--- config.mk ---
export PLATFORM = sky130hd
export DESIGN_NAME = fp_adder_arbiter
export DESIGN_NICKNAME = d
export VERILOG_FILES = /design/src/rtl/fp_adder_arbiter.sv
export SDC_FILE = /design/constraint.sdc
export NUM_CORES = 1
export LEC_CHECK = 0
export CAP_MARGIN = 30
export CORE_AREA = 3 3 163 165
export CTS_BUF_LIST = sky130_fd_sc_hd__clkbuf_8
export DETAILED_ROUTE_END_ITERATION = 10
export DIE_AREA = 0 0 166 168
export PLACE_DENSITY = 0.63
export REMOVE_ABC_BUFFERS = 1
export SKIP_LAST_GASP = 1
export SYNTH_ARGS = -nofsm -noshare
export SYNTH_HDL_FRONTEND = slang
export SYNTH_SLANG_ARGS = --single-unit
export TNS_END_PERCENT = 100
--- constraint.sdc ---
create_clock -name clk -period 2.15 [get_ports clk]
set_clock_uncertainty 0.05 [all_clocks]
set_input_delay 0.3225 -clock clk [delete_from_list [all_inputs] [get_ports clk]]
set_output_delay 0.3225 -clock clk [all_outputs]
set_load 0.02 [all_outputs]
--- src/rtl/fp_adder_arbiter.sv ---
// fp_adder_arbiter: round-robin sharing of one combinational FP adder among N_REQ requesters
// through a two-stage operand/result pipeline with valid/ready on requests and responses.
module fp_adder_arbiter #(
   parameter int N_REQ = 4,
   parameter int IDW   = 2
) (
   input  logic                  clk,
   input  logic                  rst_n,
   input  logic [N_REQ-1:0]      req_valid,
   input  logic [32*N_REQ-1:0]   req_a,
   input  logic [32*N_REQ-1:0]   req_b,
   output logic [N_REQ-1:0]      req_ready,
   output logic [31:0]           add_a,
   output logic [31:0]           add_b,
   input  logic [31:0]           add_out,
   input  logic                  add_ovf,
   output logic [N_REQ-1:0]      rsp_valid,
   output logic [31:0]           rsp_data,
   output logic                  rsp_ovf,
   input  logic [N_REQ-1:0]      rsp_ready,
   output logic [15:0]           ops_done
);
   logic           s1_valid, s2_valid, s2_ovf, found, adv1, adv2, accept;
   logic [IDW-1:0] s1_id, s2_id, last, grant;
   logic [31:0]    s1_a, s1_b, s2_data;

   assign adv2      = !s2_valid || rsp_ready[s2_id];
   assign adv1      = !s1_valid || adv2;
   assign req_ready = (adv1 && found && rst_n) ? N_REQ'(1) << grant : '0;
   assign accept    = |(req_valid & req_ready);
   assign add_a     = s1_a;
   assign add_b     = s1_b;
   assign rsp_valid = s2_valid ? N_REQ'(1) << s2_id : '0;
   assign rsp_data  = s2_data;
   assign rsp_ovf   = s2_ovf;

   // first valid requester after the last one served, wrapping round
   always_comb begin
      found = 1'b0;
      grant = '0;
      for (int k = 1; k <= N_REQ; k++) begin
         if (!found && req_valid[(int'(last) + k) % N_REQ]) begin
            found = 1'b1;
            grant = IDW'((int'(last) + k) % N_REQ);
         end
      end
   end

   always_ff @(posedge clk or negedge rst_n) begin
      if (!rst_n) begin
         s1_valid <= 1'b0;
         s1_id    <= '0;
         s1_a     <= '0;
         s1_b     <= '0;
         s2_valid <= 1'b0;
         s2_id    <= '0;
         s2_data  <= '0;
         s2_ovf   <= 1'b0;
         last     <= IDW'(N_REQ - 1);
         ops_done <= '0;
      end else begin
         if (adv1) begin
            s1_valid <= accept;
            if (accept) begin
               s1_id <= grant;
               s1_a  <= req_a[32*int'(grant) +: 32];
               s1_b  <= req_b[32*int'(grant) +: 32];
               last  <= grant;
            end
         end
         if (adv2) begin
            s2_valid <= s1_valid;
            s2_id    <= s1_id;
            s2_data  <= add_out;
            s2_ovf   <= add_ovf;
         end
         if (|(rsp_valid & rsp_ready))
            ops_done <= ops_done + 16'd1;
      end
   end
endmodule

==> summary.md <==
| Metric | Value |
|---|---|
| Outcome | `complete, but fails checks` |
| Violated checks | `negative setup slack` |
| Buffers & Inverters on Critical Path | `1` |
| Final Worst Setup Slack | `-0.3221 ns` |
| Share of cells above drive strength 1 | `0.1273` |
| Routed WL | `28270 um` |
| Area of the die | `~0.028 sq mm` |
| Critical path cell sequence | `mux4_2 > o31a_4 > and3_4 > buf_6` |
| Fmax achieved | `between 400 and 500 MHz` |
| Most common cell in the synthesized netlist | `a32oi_1` |
| RSZ-0062 raised after global routing | `true` |
| Minimum clock period | `around 2.5 ns` |
| Top-area cell type share of the netlist area | `0.4831` |
| First-pass GRT wire length | `approximately 40000 um` |
| Sequential Power Share | `0.283` |
| GRT overflow | `0` |
| Vias after detailed routing | `roughly 6700` |
| Clock Sinks | `approximately 120` |
| Critical path endpoint category | `primary output` |
| Area delta synth->final | `83.82%` |
| Worst skew pair latency | `about 0.43 ns` |
| Post-Synth Adder-Cell Area | `0.002030` |
| CP max-delay cell | `mux4_2` |
| Post-synthesis mux area share | `0.07104` |
| Reg2Reg Depth | `5` |
| Starting DRT DRC Count | `approximately 360` |
| Area leader, netlist | `dfrtp_1` |
| Peak VDD IR | `between 0.0007 and 0.0008 V` |
| Layout net count | `about 1300` |
| Simple-gate portion of the synthesized area | `0.08646` |
| Gr usage total | `0.1887` |
| Critical path required time | `about 1.8 ns` |
| Primary flip-flop cell chosen by synthesis mapping | `dfrtp_1` |
| Vias in the first global route | `roughly 7000` |
| CP Max Fanout | `8` |
| DRC violation count after routing | `0` |
| Power Dens Cells | `between 1000 and 1500 mW/mm^2` |
| Largest net degree at the start of global routing | `between 60 and 70` |
| Number of distinct library cells after synthesis | `42` |
| R2R Setup Slk | `~0.1 ns` |
| Worst-margin pin slew | `between 0.8 and 0.9 ns` |
| CTS tree | `yes` |
| Mean Syn Cell Area | `about 11 sq um` |
| CP arrival | `2.10 ns` |
| Post-Synthesis Cells | `roughly 570` |
| Leakage | `around 4.3 nW` |
| Clock transition at the registers of the reported paths | `0.08 ns` |
| Root buf cell | `clkbuf_8` |
| Synth Area in Compound Gates | `0.2691` |
| CP top delay family | `multiplexers` |
| Sw Share | `0.4190` |
| Num rows | `58` |
| Chip width | `roughly 170 um` |
| # IOs | `420` |
| Die Height | `around 170 um` |
| Initial Utilization | `0.2448` |
| Setup TNS | `-1.213 ns` |
| Synth top area cells | `dfrtp_1 48%, a32oi_1 18%, a31oi_1 6.6%` |
| Largest family of logic cells by synthesized area | `compound AO/OA/AOI/OAI gates` |
| Asr flop ratio synth | `1.000` |
| Cell Area, Synth | `between 0.006 and 0.007 sq mm` |
| Setup violations, final | `4` |
| Fin util | `0.4500` |
| Final Cycle Share | `1.150` |
| Detailed-route wire length per cell | `approximately 21 um` |
| Commonest cells post-synth | `128 x a32oi_1, 119 x dfrtp_1, 73 x nor2_1` |
| Inserted Clock Buffers | `17` |
| Synth Area in XOR/XNOR | `0.02131` |
| P_int | `between 8 and 9 mW` |
| #FFs+latches synth | `around 120` |
| Port bufs | `approximately 420` |
| Register area share after synthesis | `0.4916` |
| Last weighted congestion value of the routability-driven placer | `between 0.8 and 0.9` |
| RR Startpoint | `s2_id[0]` |
| Clock power frac | `0.139` |
| Hold path depth | `3` |
| Antenna violations before repair | `2` |
| Post-DP Area | `0.01081 sq mm` |
| Deepest clock path buffer count | `2` |
| Hold_sp | `req_valid[1]` |
| Syn. warnings | `0` |
| P_sw | `just under 6 mW` |
| Final Hold Fails | `0` |
| Slew Viols, Final | `0` |
| Post-detail-place hpwl | `20140 um` |
| Pre-antenna DRT Iters | `4` |
| Hold WC Path Type | `in -> reg` |
| Finished Cell Area | `approximately 0.011 sq mm` |
| Part of the power in combinational logic | `0.579` |
| EDFF count, synth | `0` |
| Setup Crit Path Kind | `reg -> out` |
| Core area | `between 0.02 and 0.03 sq mm` |
| Htree depth | `4` |
| Max cap viols | `0` |
| Number of cells on the critical path | `4` |
| Antenna-violating nets left | `0` |
| Slew headroom | `0.4213` |
| Post-DR vias/cell | `around 5` |
| R2R Path End | `add_b[7]` |
| Max stage delay on crit path | `0.58 ns` |
| Startpoint Class | `flip-flop` |
| Min-Delay Endpoint | `s1_valid` |
## worst reg2reg max path, stage by stage (launching register included)
cell     delay, ns
dfrtp_1       0.40
mux4_2        0.59
o31a_4        0.35
buf_4         0.30
nor2_1        0.17
a31oi_1       0.06
## state kept, by name (all words and copies together), names as in the netlist
register / cells
rsp_ovf: 1
add_a: 32
s1_id: 2
s2_id: 2
ops_done: 16
rsp_data: 32
last: 2
add_b: 32
s2_valid: 1
s1_valid: 1
## layout by cell type, fill, tap and decap left out, drive strengths merged, types with 2 or more instances in the layout
| master | count |
|---|---|
| clkdlybuf4s50 | 409 |
| a32oi | 128 |
| dfrtp | 119 |
| nor2 | 73 |
| a31oi | 65 |
| buf | 44 |
| mux2 | 36 |
| clkbuf | 20 |
| clkinv | 10 |
| nand2 | 9 |
| xor2 | 8 |
| inv | 8 |
| xnor2 | 7 |
| nor3 | 6 |
| nand4 | 6 |
| nand2b | 5 |
| and4 | 4 |
| dlygate4sd2 | 4 |
| and3 | 4 |
| a21oi | 3 |
| and2 | 3 |
| o21bai | 2 |
| nand3 | 2 |
| o21a | 2 |
| dfstp | 2 |
## through the flow
| stage | hold WS (ns) | cells | power (mW) | setup WS, ns |
|---|---|---|---|---|
| after global placement | 0.3902 | 1290 | 11.92 | -0.7207 |
| after floorplan | -0.02309 | 506 | 7.821 | -2.061 |
| after CTS | 0.3623 | 1323 | 14.07 | -0.4354 |
| final | 0.4202 | 1329 | 14.09 | -0.3221 |
| after detailed placement | 0.3891 | 1291 | 12.02 | -0.7347 |
| after global routing | 0.3988 | 1329 | 14.96 | -0.4185 |
## power by group through the flow
| stage | combinational, mW | clock (mW) | sequential [mW] |
|---|---|---|---|
| 4_1_cts | 8.03 | 2.05 | 3.99 |
| 3_5_place_dp | 8.00 | 0 | 4.02 |
| 2_1_floorplan | 2.60 | 0 | 5.22 |
| 5_1_grt | 8.67 | 2.15 | 4.14 |
| 6_report | 8.15 | 1.95 | 3.98 |
| 3_3_place_gp | 7.95 | 0 | 3.98 |
## cells by family (layout without fill, tap and decap cells)
kind of cell,Yosys count,after routing
compound gates,210,210
flops,121,121
simple gates,116,116
buf+inv,71,497
mux,38,38
xor+xnor,15,15
fa+ha+maj,1,1
other cells,0,1
## worst max path at each step
| stage | startpoint | end | slack, ns |
|---|---|---|---|
| floorplan | last[0] | req_ready[3] | -2.06 |
| finish | s2_id[0] | req_ready[2] | -0.32 |
| global placement | rsp_ready[2] | req_ready[2] | -0.72 |
| detailed placement | rsp_ready[2] | req_ready[2] | -0.73 |
| global route | s2_id[0] | req_ready[2] | -0.42 |
| CTS | s2_id[0] | req_ready[2] | -0.44 |
## timing repair
action                                  CTS  global route
resized for setup                        34             5
hold buffers                              1             0
setup buffers                             1             2
pin swaps                                 2             5
cloned                                    0             3
endpoints found under the hold margin    33             0
endpoints found under the setup margin   50            66
## metal layers
layer | track usage | share of wire | routed length [um] | vias up
met2 | 0.3227 | 0.49 | 13900 | 312
met1 | 0.2237 | 0.40 | 11400 | 3186
met5 | 0 | 0 | 0 | -
met4 | 0.06148 | 0.024 | 667 | 0
li1 | - | - | - | 3132
met3 | 0.06457 | 0.081 | 2301 | 36
## area by class of cell
type,count,area [sq um]
Antenna cell,1,2.502
Fill cell,2424,13850
Multi-Input combinational cell,380,2851
Tap cell,330,412.9
Sequential cell,121,3030
Inverter,5,18.77
Clock buffer,17,234.0
Clock inverter,14,125.1
Timing Repair Buffer,461,4657
Power figures use the tool's default switching activity.
